<file path="config.mk">
export PLATFORM = sky130hd
export DESIGN_NAME = uart_rx_frame_ctrl
export DESIGN_NICKNAME = d
export VERILOG_FILES = /design/src/rtl/uart_pkg.sv /design/src/rtl/uart_rx_bit_timer.sv /design/src/rtl/uart_rx_frame_ctrl.sv
export SDC_FILE = /design/constraint.sdc
export NUM_CORES = 1
export LEC_CHECK = 0
export ABC_AREA = 1
export CAP_MARGIN = 20
export CORE_AREA = 2 2 61 63
export DETAILED_ROUTE_END_ITERATION = 10
export DIE_AREA = 0 0 63 65
export PLACE_DENSITY = 0.74
export SYNTH_ARGS = -nofsm -noshare
export SYNTH_HDL_FRONTEND = slang
export SYNTH_SLANG_ARGS = --single-unit
</file>
<file path="constraint.sdc">
create_clock -name clk -period 2.41 [get_ports clk]
set_input_delay 0.241 -clock clk [delete_from_list [all_inputs] [get_ports clk]]
set_output_delay 0.241 -clock clk [all_outputs]
set_load 0.02 [all_outputs]
</file>
<file path="src/rtl/uart_pkg.sv">
// -----------------------------------------------------------------------------
// uart_pkg
// Shared definitions for the UART receive path.
//   rx_state_e      : receive framer state encoding
//   PAR_NONE/EVEN/ODD : values accepted by the PARITY_MODE parameter
//   BIT_CNT_W       : width of the data/stop bit counter (covers up to 9 data bits)
//   parity_mismatch : parity check shared by any receiver using this package
// -----------------------------------------------------------------------------
package uart_pkg;

  typedef enum logic [2:0] {
    IDLE   = 3'd0,
    START  = 3'd1,
    DATA   = 3'd2,
    PARITY = 3'd3,
    STOP   = 3'd4
  } rx_state_e;

  localparam int PAR_NONE = 0;
  localparam int PAR_EVEN = 1;
  localparam int PAR_ODD  = 2;

  localparam int BIT_CNT_W = 4;

  // The XOR of the data bits and the received parity bit is 0 for a correct
  // even-parity frame; odd parity expects the opposite, hence the extra term.
  function automatic logic parity_mismatch(input logic data_xor,
                                           input logic pbit,
                                           input int   mode);
    return data_xor ^ pbit ^ (mode == PAR_ODD);
  endfunction

endpackage

</file>
<file path="src/rtl/uart_rx_bit_timer.sv">
// -----------------------------------------------------------------------------
// uart_rx_bit_timer
// Oversample counter for the UART receiver. Counts sample_tick strobes from
// 0 to OVERSAMPLE-1 and flags the two sampling points the framer needs.
// Ports:
//   clk          in   system clock
//   reset        in   synchronous, active-high reset
//   sample_tick  in   one-cycle strobe at OVERSAMPLE x baud
//   restart      in   force the count back to 0 on the current tick
//   half_point   out  tick on which the count is OVERSAMPLE/2-1 (start-bit centre)
//   mid_bit      out  tick on which the count is OVERSAMPLE-1 (one full bit later)
// -----------------------------------------------------------------------------
module uart_rx_bit_timer #(
  parameter int OVERSAMPLE = 16
) (
  input  logic clk,
  input  logic reset,
  input  logic sample_tick,
  input  logic restart,
  output logic half_point,
  output logic mid_bit
);

  localparam int CW = (OVERSAMPLE > 2) ? $clog2(OVERSAMPLE) : 1;
  localparam logic [CW-1:0] HALF_CNT = CW'(OVERSAMPLE / 2 - 1);
  localparam logic [CW-1:0] LAST_CNT = CW'(OVERSAMPLE - 1);

  logic [CW-1:0] tick_cnt;

  // The counter only moves on a tick. A restart lands on the same tick that
  // caused it, so the first tick after a restart is seen as count 0.
  always_ff @(posedge clk) begin
    if (reset) begin
      tick_cnt <= '0;
    end else if (sample_tick) begin
      if (restart || (tick_cnt == LAST_CNT)) begin
        tick_cnt <= '0;
      end else begin
        tick_cnt <= tick_cnt + CW'(1);
      end
    end
  end

  assign half_point = sample_tick && (tick_cnt == HALF_CNT);
  assign mid_bit    = sample_tick && (tick_cnt == LAST_CNT);

endmodule

</file>
<file path="src/rtl/uart_rx_frame_ctrl.sv">
// -----------------------------------------------------------------------------
// uart_rx_frame_ctrl
// Parametrised UART receive framer. Detects a start bit on the oversampled
// input, captures DATA_BITS data bits LSB first, optionally checks parity,
// checks STOP_BITS stop bits and presents the word on a valid/ready interface
// with parity, framing and overrun flags.
//
// Parameters:
//   DATA_BITS   data bits per frame (5..9)
//   PARITY_MODE 0 none, 1 even, 2 odd
//   STOP_BITS   stop bits checked (1 or 2)
//   OVERSAMPLE  sample_tick strobes per bit (even, >= 4)
//
// Ports:
//   clk, reset    system clock, synchronous active-high reset
//   sample_tick   one-cycle strobe at OVERSAMPLE x baud
//   rxd           synchronised serial input, idle high
//   rx_data       received word
//   rx_valid      word/flags valid, held until accepted
//   rx_ready      consumer accepts when rx_valid && rx_ready
//   parity_error  parity mismatch for the presented word
//   frame_error   a stop bit sampled low for the presented word
//   overrun       sticky: a frame completed while the previous word was unaccepted
//   busy          framer is not idle
//   break_det     one-cycle pulse when a break frame is seen
//
// Build option:
//   RX_BREAK_DETECT_EN  when defined, an all-zero frame raises break_det instead
//                       of delivering a word, and no new start is accepted until
//                       rxd has been sampled high again. When undefined,
//                       break_det is tied low and such a frame is delivered as
//                       a zero word with frame_error set.
// -----------------------------------------------------------------------------
module uart_rx_frame_ctrl
  import uart_pkg::*;
#(
  parameter int DATA_BITS   = 8,
  parameter int PARITY_MODE = 1,
  parameter int STOP_BITS   = 1,
  parameter int OVERSAMPLE  = 16
) (
  input  logic                 clk,
  input  logic                 reset,
  input  logic                 sample_tick,
  input  logic                 rxd,
  output logic [DATA_BITS-1:0] rx_data,
  output logic                 rx_valid,
  input  logic                 rx_ready,
  output logic                 parity_error,
  output logic                 frame_error,
  output logic                 overrun,
  output logic                 busy,
  output logic                 break_det
);

  localparam logic [BIT_CNT_W-1:0] LAST_DATA = BIT_CNT_W'(DATA_BITS - 1);
  localparam logic [BIT_CNT_W-1:0] LAST_STOP = BIT_CNT_W'(STOP_BITS - 1);

  rx_state_e state;
  rx_state_e next_state;

  logic [BIT_CNT_W-1:0] bit_cnt;
  logic [DATA_BITS-1:0] shift_reg;
  logic                 perr_acc;
  logic                 ferr_acc;

  logic restart;
  logic half_point;
  logic mid_bit;

  logic frame_begin;
  logic shift_en;
  logic par_en;
  logic stop_en;
  logic cnt_clr;
  logic frame_done;
  logic start_allowed;
  logic break_now;
  logic word_ferr;

  uart_rx_bit_timer #(
    .OVERSAMPLE (OVERSAMPLE)
  ) u_bit_timer (
    .clk         (clk),
    .reset       (reset),
    .sample_tick (sample_tick),
    .restart     (restart),
    .half_point  (half_point),
    .mid_bit     (mid_bit)
  );

  // State register.
  always_ff @(posedge clk) begin
    if (reset) begin
      state <= IDLE;
    end else begin
      state <= next_state;
    end
  end

  // Next-state and datapath controls. The timer is held at zero while idle so
  // the start-bit centre is always OVERSAMPLE/2 ticks after the falling edge,
  // and it is restarted once more at that centre so every later sample falls
  // exactly one bit period apart.
  always_comb begin
    next_state  = state;
    restart     = 1'b0;
    frame_begin = 1'b0;
    shift_en    = 1'b0;
    par_en      = 1'b0;
    stop_en     = 1'b0;
    cnt_clr     = 1'b0;
    frame_done  = 1'b0;
    unique case (state)
      IDLE: begin
        restart = 1'b1;
        if (sample_tick && !rxd && start_allowed) begin
          next_state = START;
        end
      end
      START: begin
        if (half_point) begin
          restart = 1'b1;
          cnt_clr = 1'b1;
          if (rxd) begin
            next_state = IDLE;
          end else begin
            frame_begin = 1'b1;
            next_state  = DATA;
          end
        end
      end
      DATA: begin
        if (mid_bit) begin
          shift_en = 1'b1;
          if (bit_cnt == LAST_DATA) begin
            cnt_clr    = 1'b1;
            next_state = (PARITY_MODE != PAR_NONE) ? PARITY : STOP;
          end
        end
      end
      PARITY: begin
        if (mid_bit) begin
          par_en     = 1'b1;
          next_state = STOP;
        end
      end
      STOP: begin
        if (mid_bit) begin
          stop_en = 1'b1;
          if (bit_cnt == LAST_STOP) begin
            cnt_clr    = 1'b1;
            frame_done = 1'b1;
            next_state = IDLE;
          end
        end
      end
      default: begin
        next_state = IDLE;
      end
    endcase
  end

  assign busy = (state != IDLE);

  // Bit counter, LSB-first shift register and per-frame error accumulators.
  // The accumulators are cleared when a start bit is confirmed, so a frame
  // abandoned by a glitch or reset never leaks flags into the next word.
  always_ff @(posedge clk) begin
    if (reset) begin
      bit_cnt   <= '0;
      shift_reg <= '0;
      perr_acc  <= 1'b0;
      ferr_acc  <= 1'b0;
    end else begin
      if (cnt_clr) begin
        bit_cnt <= '0;
      end else if (shift_en || stop_en) begin
        bit_cnt <= bit_cnt + BIT_CNT_W'(1);
      end
      if (shift_en) begin
        shift_reg <= {rxd, shift_reg[DATA_BITS-1:1]};
      end
      if (frame_begin) begin
        perr_acc <= 1'b0;
        ferr_acc <= 1'b0;
      end else begin
        if (par_en) begin
          perr_acc <= parity_mismatch(^shift_reg, rxd, PARITY_MODE);
        end
        if (stop_en && !rxd) begin
          ferr_acc <= 1'b1;
        end
      end
    end
  end

  // The final stop sample is live on rxd during the completing tick, so it is
  // folded in here rather than waiting a cycle for the accumulator.
  assign word_ferr = ferr_acc | ~rxd;

`ifdef RX_BREAK_DETECT_EN
  logic zero_acc;
  logic brk_hold;

  // zero_acc stays set only while every sample of the frame has been low.
  // brk_hold blocks start detection after a break until the line returns high.
  always_ff @(posedge clk) begin
    if (reset) begin
      zero_acc  <= 1'b0;
      brk_hold  <= 1'b0;
      break_det <= 1'b0;
    end else begin
      if (frame_begin) begin
        zero_acc <= 1'b1;
      end else if ((shift_en || par_en || stop_en) && rxd) begin
        zero_acc <= 1'b0;
      end
      if (break_now) begin
        brk_hold <= 1'b1;
      end else if ((state == IDLE) && sample_tick && rxd) begin
        brk_hold <= 1'b0;
      end
      break_det <= break_now;
    end
  end

  assign break_now     = frame_done && zero_acc && !rxd;
  assign start_allowed = !brk_hold;
`else
  assign break_now     = 1'b0;
  assign start_allowed = 1'b1;
  assign break_det     = 1'b0;
`endif

  // Output register. A completed frame replaces the presented word if the slot
  // is empty or being accepted in the same cycle; otherwise the old word is kept
  // and the loss is recorded in the sticky overrun flag.
  always_ff @(posedge clk) begin
    if (reset) begin
      rx_data      <= '0;
      rx_valid     <= 1'b0;
      parity_error <= 1'b0;
      frame_error  <= 1'b0;
      overrun      <= 1'b0;
    end else if (frame_done && !break_now) begin
      if (!rx_valid || rx_ready) begin
        rx_data      <= shift_reg;
        parity_error <= perr_acc;
        frame_error  <= word_ferr;
        rx_valid     <= 1'b1;
      end else begin
        overrun <= 1'b1;
      end
    end else if (rx_valid && rx_ready) begin
      rx_valid     <= 1'b0;
      parity_error <= 1'b0;
      frame_error  <= 1'b0;
      overrun      <= 1'b0;
    end
  end

endmodule

</file>
## Yosys cells after proc, flatten, opt, wreduce, memory -nomap -nowiden

Index checks and enable logic that the tools add are counted.
W data, S select, Z words.

- Bitwise gates (word level): 3
- Equality and inequality tests: 16
- Reduce and logical (&&, ||, !) cells: 21
- Muxes and demuxes: 34
- Add/sub/neg operators: 2

Operators by type and width:

| operator | number |
|---|---|
| $mux W1 | 22 |
| $mux W3 | 7 |
| $ne A2 B2 Y1 const B | 8 |
| $pmux W3 S5 | 1 |
| $add A4 B1 Y4 const B | 2 |
| $eq A4 B3 Y1 const B | 2 |
| $reduce_xor A8 Y1 | 1 |
| $reduce_and A7 Y1 | 1 |
| $eq A3 B2 Y1 const B | 2 |
| $reduce_and A2 Y1 | 3 |
| $logic_and A1 B1 Y1 | 5 |
| $eq A4 B4 Y1 const B | 1 |
| $logic_not A4 Y1 | 1 |
| $mux W4 | 1 |
| $reduce_or A2 Y1 | 2 |
| $eq A3 B1 Y1 const B | 1 |
| $eq A3 B3 Y1 const B | 1 |
| $logic_not A3 Y1 | 1 |
| $logic_or A1 B1 Y1 | 3 |
| $pmux W1 S3 | 1 |
| $reduce_bool A3 Y1 | 1 |
| $logic_not A1 Y1 | 2 |
| $mux W2 | 1 |
| $ne A2 B1 Y1 const B | 1 |
| 5 further kinds | 5 |

- Output and inout bits: 14
- Input bits: 5
- Register bits after elaboration: 33
- Logic and storage cells: 87

## Longest topological paths before layout

- Depth after elaboration: 6
- Mapped depth: 11
- Depth with buffers taken out: 11

## Hierarchy

From an unflattened synthesis, not the netlist that was laid out.

- Cell total of the unflattened synthesis: 237
- Area total of the unflattened synthesis: 1,665.3 um^2

Modules (own cells, without submodules):

| module | sequential area each (um^2) | instances | cells each | area each (um^2) |
|---|---|---|---|---|
| uart_rx_frame_ctrl | 580.6 | 1 | 209 | 1,441.4 |
| uart_rx_bit_timer | 80.1 | 1 | 28 | 224.0 |

## Worst setup path after synthesis

Ideal clock, no wire load.

- Path kind: register -> register
- Start: register u_bit_timer.tick_cnt[0]
- End: register rx_data[7]
- Stages on the path, launching flop included: 10
- Data arrival time: 1.289 ns
- Clock period less this slack: 1.402 ns
- Required time: 2.297 ns
- Path buffers: 1
- Library setup time: 0.113 ns
- Slack: 1.008 ns
- Path through: dfxtp_1 > ha_1 > nand2_4 > nor2_8 > nand3_4 > nor2_4 > nand2_4 > buf_6 > o21ai_1 > nor2_1

- Longest elaborated chain between the ends: 5

Ends and longest elaborated chain:

| item | line | source |
|---|---|---|
| from (decl) | uart_rx_bit_timer.sv:28 | `logic [CW-1:0] tick_cnt;` |
| from (signal assigned) | uart_rx_bit_timer.sv:39 | `tick_cnt <= tick_cnt + CW'(1);` |
| $eq A4 B4 Y1 | uart_rx_bit_timer.sv:45 | `assign mid_bit = sample_tick && (tick_cnt == LAST_CNT);` |
| $logic_and A1 B1 Y1 | uart_rx_bit_timer.sv:45 |  |
| $mux W1 | uart_rx_frame_ctrl.sv:149 | `if (mid_bit) begin` |
| $mux W1 | uart_rx_frame_ctrl.sv:114 | `unique case (state)` |
| $reduce_and A2 Y1 (no source line) | n/a |  |
| to (signal assigned) | uart_rx_frame_ctrl.sv:248 | `rx_data <= shift_reg;` |
| to (decl) | uart_rx_frame_ctrl.sv:46 | `output logic [DATA_BITS-1:0] rx_data,` |

Every way passes these cells.
A chain may end at the register's enable or synchronous reset.

## Final worst setup path

- Start: register state[1]
- End: output port busy

- Longest elaborated chain between the ends: 1

Ends and longest elaborated chain:

| item | line | source |
|---|---|---|
| from (decl) | uart_rx_frame_ctrl.sv:59 | `rx_state_e state;` |
| from (signal assigned) | uart_rx_frame_ctrl.sv:97 | `state <= next_state;` |
| $reduce_bool A3 Y1 | uart_rx_frame_ctrl.sv:164 | `assign busy = (state != IDLE);` |
| to (decl) | uart_rx_frame_ctrl.sv:52 | `output logic busy,` |

Every way passes these cells.

==> results.toml <==
[run_status]
status = "finished, final reports clean"

[critical_path]
endpoint_kind = "primary output"
timing.rr.end = "bit_cnt[2]"
worst-setup-path-type = "flop to primary output"
reg2reg_from = "u_bit_timer.tick_cnt[0]"
worst-path-max-fanout = 4
ff2ff_setup_slack_ns = 0.78
reg2regPathDepth = 9
required_ns = 2.17
arrival_ns = 1.55
critPathLaunchType = "flop"

[hold_path]
worstHoldEndpoint = "ferr_acc"
hold_depth = 2
hold_start = "ferr_acc"
worstHoldPathType = "flop to flop"

[clock_network]
hold_buffers = 0
clockBufferDepth = 2
clock_sinks = 33
clk_pin_slew_worst_paths_ns = 0.09
cts_tree = "built"
ctsResizeCount = 0
insertion_delay_ns = 0.33
cts_setup_buffers = 0
cts_root_buffer = "clkbuf_4"
cts_buffers = 5
cts_max_level = 2

[pwr]
pwr-share-comb_pct = 23.6
clkPwrFrac_pct = 26.4
p_switching_mw = 0.375
ir_worst_vdd_v = 0.000497
power.total_mw = 1.19
p_int_mw = 0.812
powerDensity_mw_per_mm2 = 628
cellLeakagePower_nw = 0.817
seqPwrFrac_pct = 49.9
switching_share_pct = 31.6

[detailed_routing]
totalWireLength_mm = 2.94
antenna_left = 0
via_per_inst = 4.63
route.detailed.drc = 0
firstDrtPassIters = 4
num_vias = 1390
wire_per_inst_microns = 9.81
drtIter0Drc = 68

[synth]
synth_top_area_cell = "dfxtp_1"
synth_top_area_share_pct = 40.4
synth_top_flop_cell = "dfxtp_1"
synthAdderAreaFrac_pct = 2.30
ys_ff_latch = 33
syn_area_per_cell_sq_um = 7.05
yosys_warnings = 0
syn-num-nets = 240
synth_top_family_by_area = "simple AND/OR/NAND/NOR gates"
ys_seq_area_share_pct = 40.4
synth_edf_count = 0
synth_area_sq_mm = 0.00164
async_flop_share_pct = 0
synth_compound_area_share_pct = 12.2
synth.area.mux_share_pct = 0
synth_xor_area_share_pct = 2.68
synth_area_leaders = "dfxtp_1 40%, nand2_1 10%, nor2_1 9.9%"
synthSimpleGateAreaFrac_pct = 32.0
yosysUniqueCellTypes = 31
synthCells = 232

[final_layout]
seq_area_sq_um = 661
fill_cells = 359
n_antenna_cell = 0
multi_input_area_sq_um = 807
drive_above_1_share_pct = 7.94
nNetsFinal = 260
area_growth_pct = 15.6

[sta]
setup_tns_ns = 0
skew_ns = 0.00294
rsz0062_at_grt = "false"
min_period_ns = 1.79
slew_violations = 0
finalSetupViolations = 0
finalCritPeriodShare_pct = 74.2
hold_violations = 0
fmax_mhz = 559

[floorplan]
fp.dieH_microns = 65
core.rowCount = 22
io_pins = 19
core_area_sq_mm = 0.00350
dieArea_sq_mm = 0.00410
die-width_microns = 63
initial_utilization_pct = 46.8

[place]
numPortBuffers = 17
routabilityCongestion = 0.796
dp_hpwl_mm = 2.23

[global_route]
grt_pass1_vias = 1381
track_usage_pct = 17.6
overflow = 0
grt_max_degree = 18
antenna_found_initial = 0
grt_pass1_wl_mm = 5.69

[job]
drv_cap = 0
## cells in the final DEF, fill, tap and decap left out, drive strengths merged
cell type | Yosys | final
nor3 | 5 | 5
ha | 3 | 3
dfxtp | 33 | 33
nand2 | 48 | 48
nand4 | 1 | 1
clkinv | 2 | 2
o21a | 1 | 1
conb | 1 | 1
buf | 4 | 1
o21bai | 1 | 1
xnor2 | 2 | 2
inv | 31 | 31
nor2 | 46 | 46
xor2 | 3 | 3
a21oi | 15 | 15
clkdlybuf4s50 | 0 | 17
clkbuf | 1 | 7
nand3 | 14 | 14
o21ai | 21 | 21
## power by group through the flow
stage	Combinational [mW]	Clock (mW)	Sequential (mW)
floorplan	0.210	0	0.600
global route	0.322	0.356	0.598
CTS	0.281	0.332	0.592
detailed placement	0.279	0	0.604
global placement	0.281	0	0.604
finish	0.281	0.314	0.592
## cells in the mapped netlist, types with 2 or more instances
| cell | n |
|---|---|
| nand2_1 | 44 |
| nor2_1 | 43 |
| dfxtp_1 | 33 |
| inv_1 | 31 |
| a21oi_1 | 15 |
| nand3_1 | 12 |
| o21ai_0 | 12 |
| o21ai_1 | 8 |
| nor3_1 | 4 |
| ha_1 | 3 |
| xor2_1 | 3 |
| buf_6 | 2 |
| nand2_2 | 2 |
| nand2_4 | 2 |
| xnor2_1 | 2 |
## worst max path at each step
stage / slack (ns) / end / cells past startpoint / startpoint
6_report: 0.62 / busy / 3 / state[1]
5_1_grt: 0.55 / busy / 3 / state[1]
4_1_cts: 0.61 / busy / 3 / state[1]
3_5_place_dp: 0.49 / bit_cnt[2] / 9 / sample_tick
3_3_place_gp: 0.54 / bit_cnt[2] / 9 / sample_tick
2_1_floorplan: 1.01 / rx_data[7] / 9 / u_bit_timer.tick_cnt[0]
## metrics by stage
stage	cells	utilization, %	hold WS (ns)	instance area (sq um)	worst slack (ns)
CTS	300	54.1	0.463	1890	0.607
global route	300	54.1	0.500	1890	0.554
global placement	293	52.5	0.444	1840	0.543
floorplan	232	-	0.310	1640	1.01
detailed placement	293	52.5	0.450	1840	0.489
finish	300	54.1	0.460	1890	0.621
## critical path, stage by stage, from the launching register on
cell             delay (ns)
dfxtp_1                0.40
inv_1                  0.07
nand2_1                0.13
clkdlybuf4s50_1        0.62
## cell type report
class | count | area share (%)
Clock buffer | 7 | 2.91
Inverter | 33 | 6.88
Multi-Input combinational cell | 161 | 42.7
Sequential cell | 33 | 34.9
Tap cell | 48 | 3.18
Timing Repair Buffer | 18 | 9.40
## layer usage
layer  vias up  routed length [microns]  GRT usage, %  share of wire [%]
met5         -                        0             0                  0
met4         0                       54          7.50                1.8
met3         6                      137          5.73                4.7
met2        25                     1370          29.8                 46
met1       594                     1390          20.4                 47
li1        765                        -             -                  -
## kinds of logic (layout without fill, tap and decap cells)
family                     after synthesis  after routing
other                                    1              1
adders and majority gates                3              3
AOI/OAI and AO/OA                       38             38
and+or+nand+nor                        114            114
xor gates and xnor gates                 5              5
buffers and inverters                   38             58
DFF                                     33             33
Power figures use the tool's default switching activity.
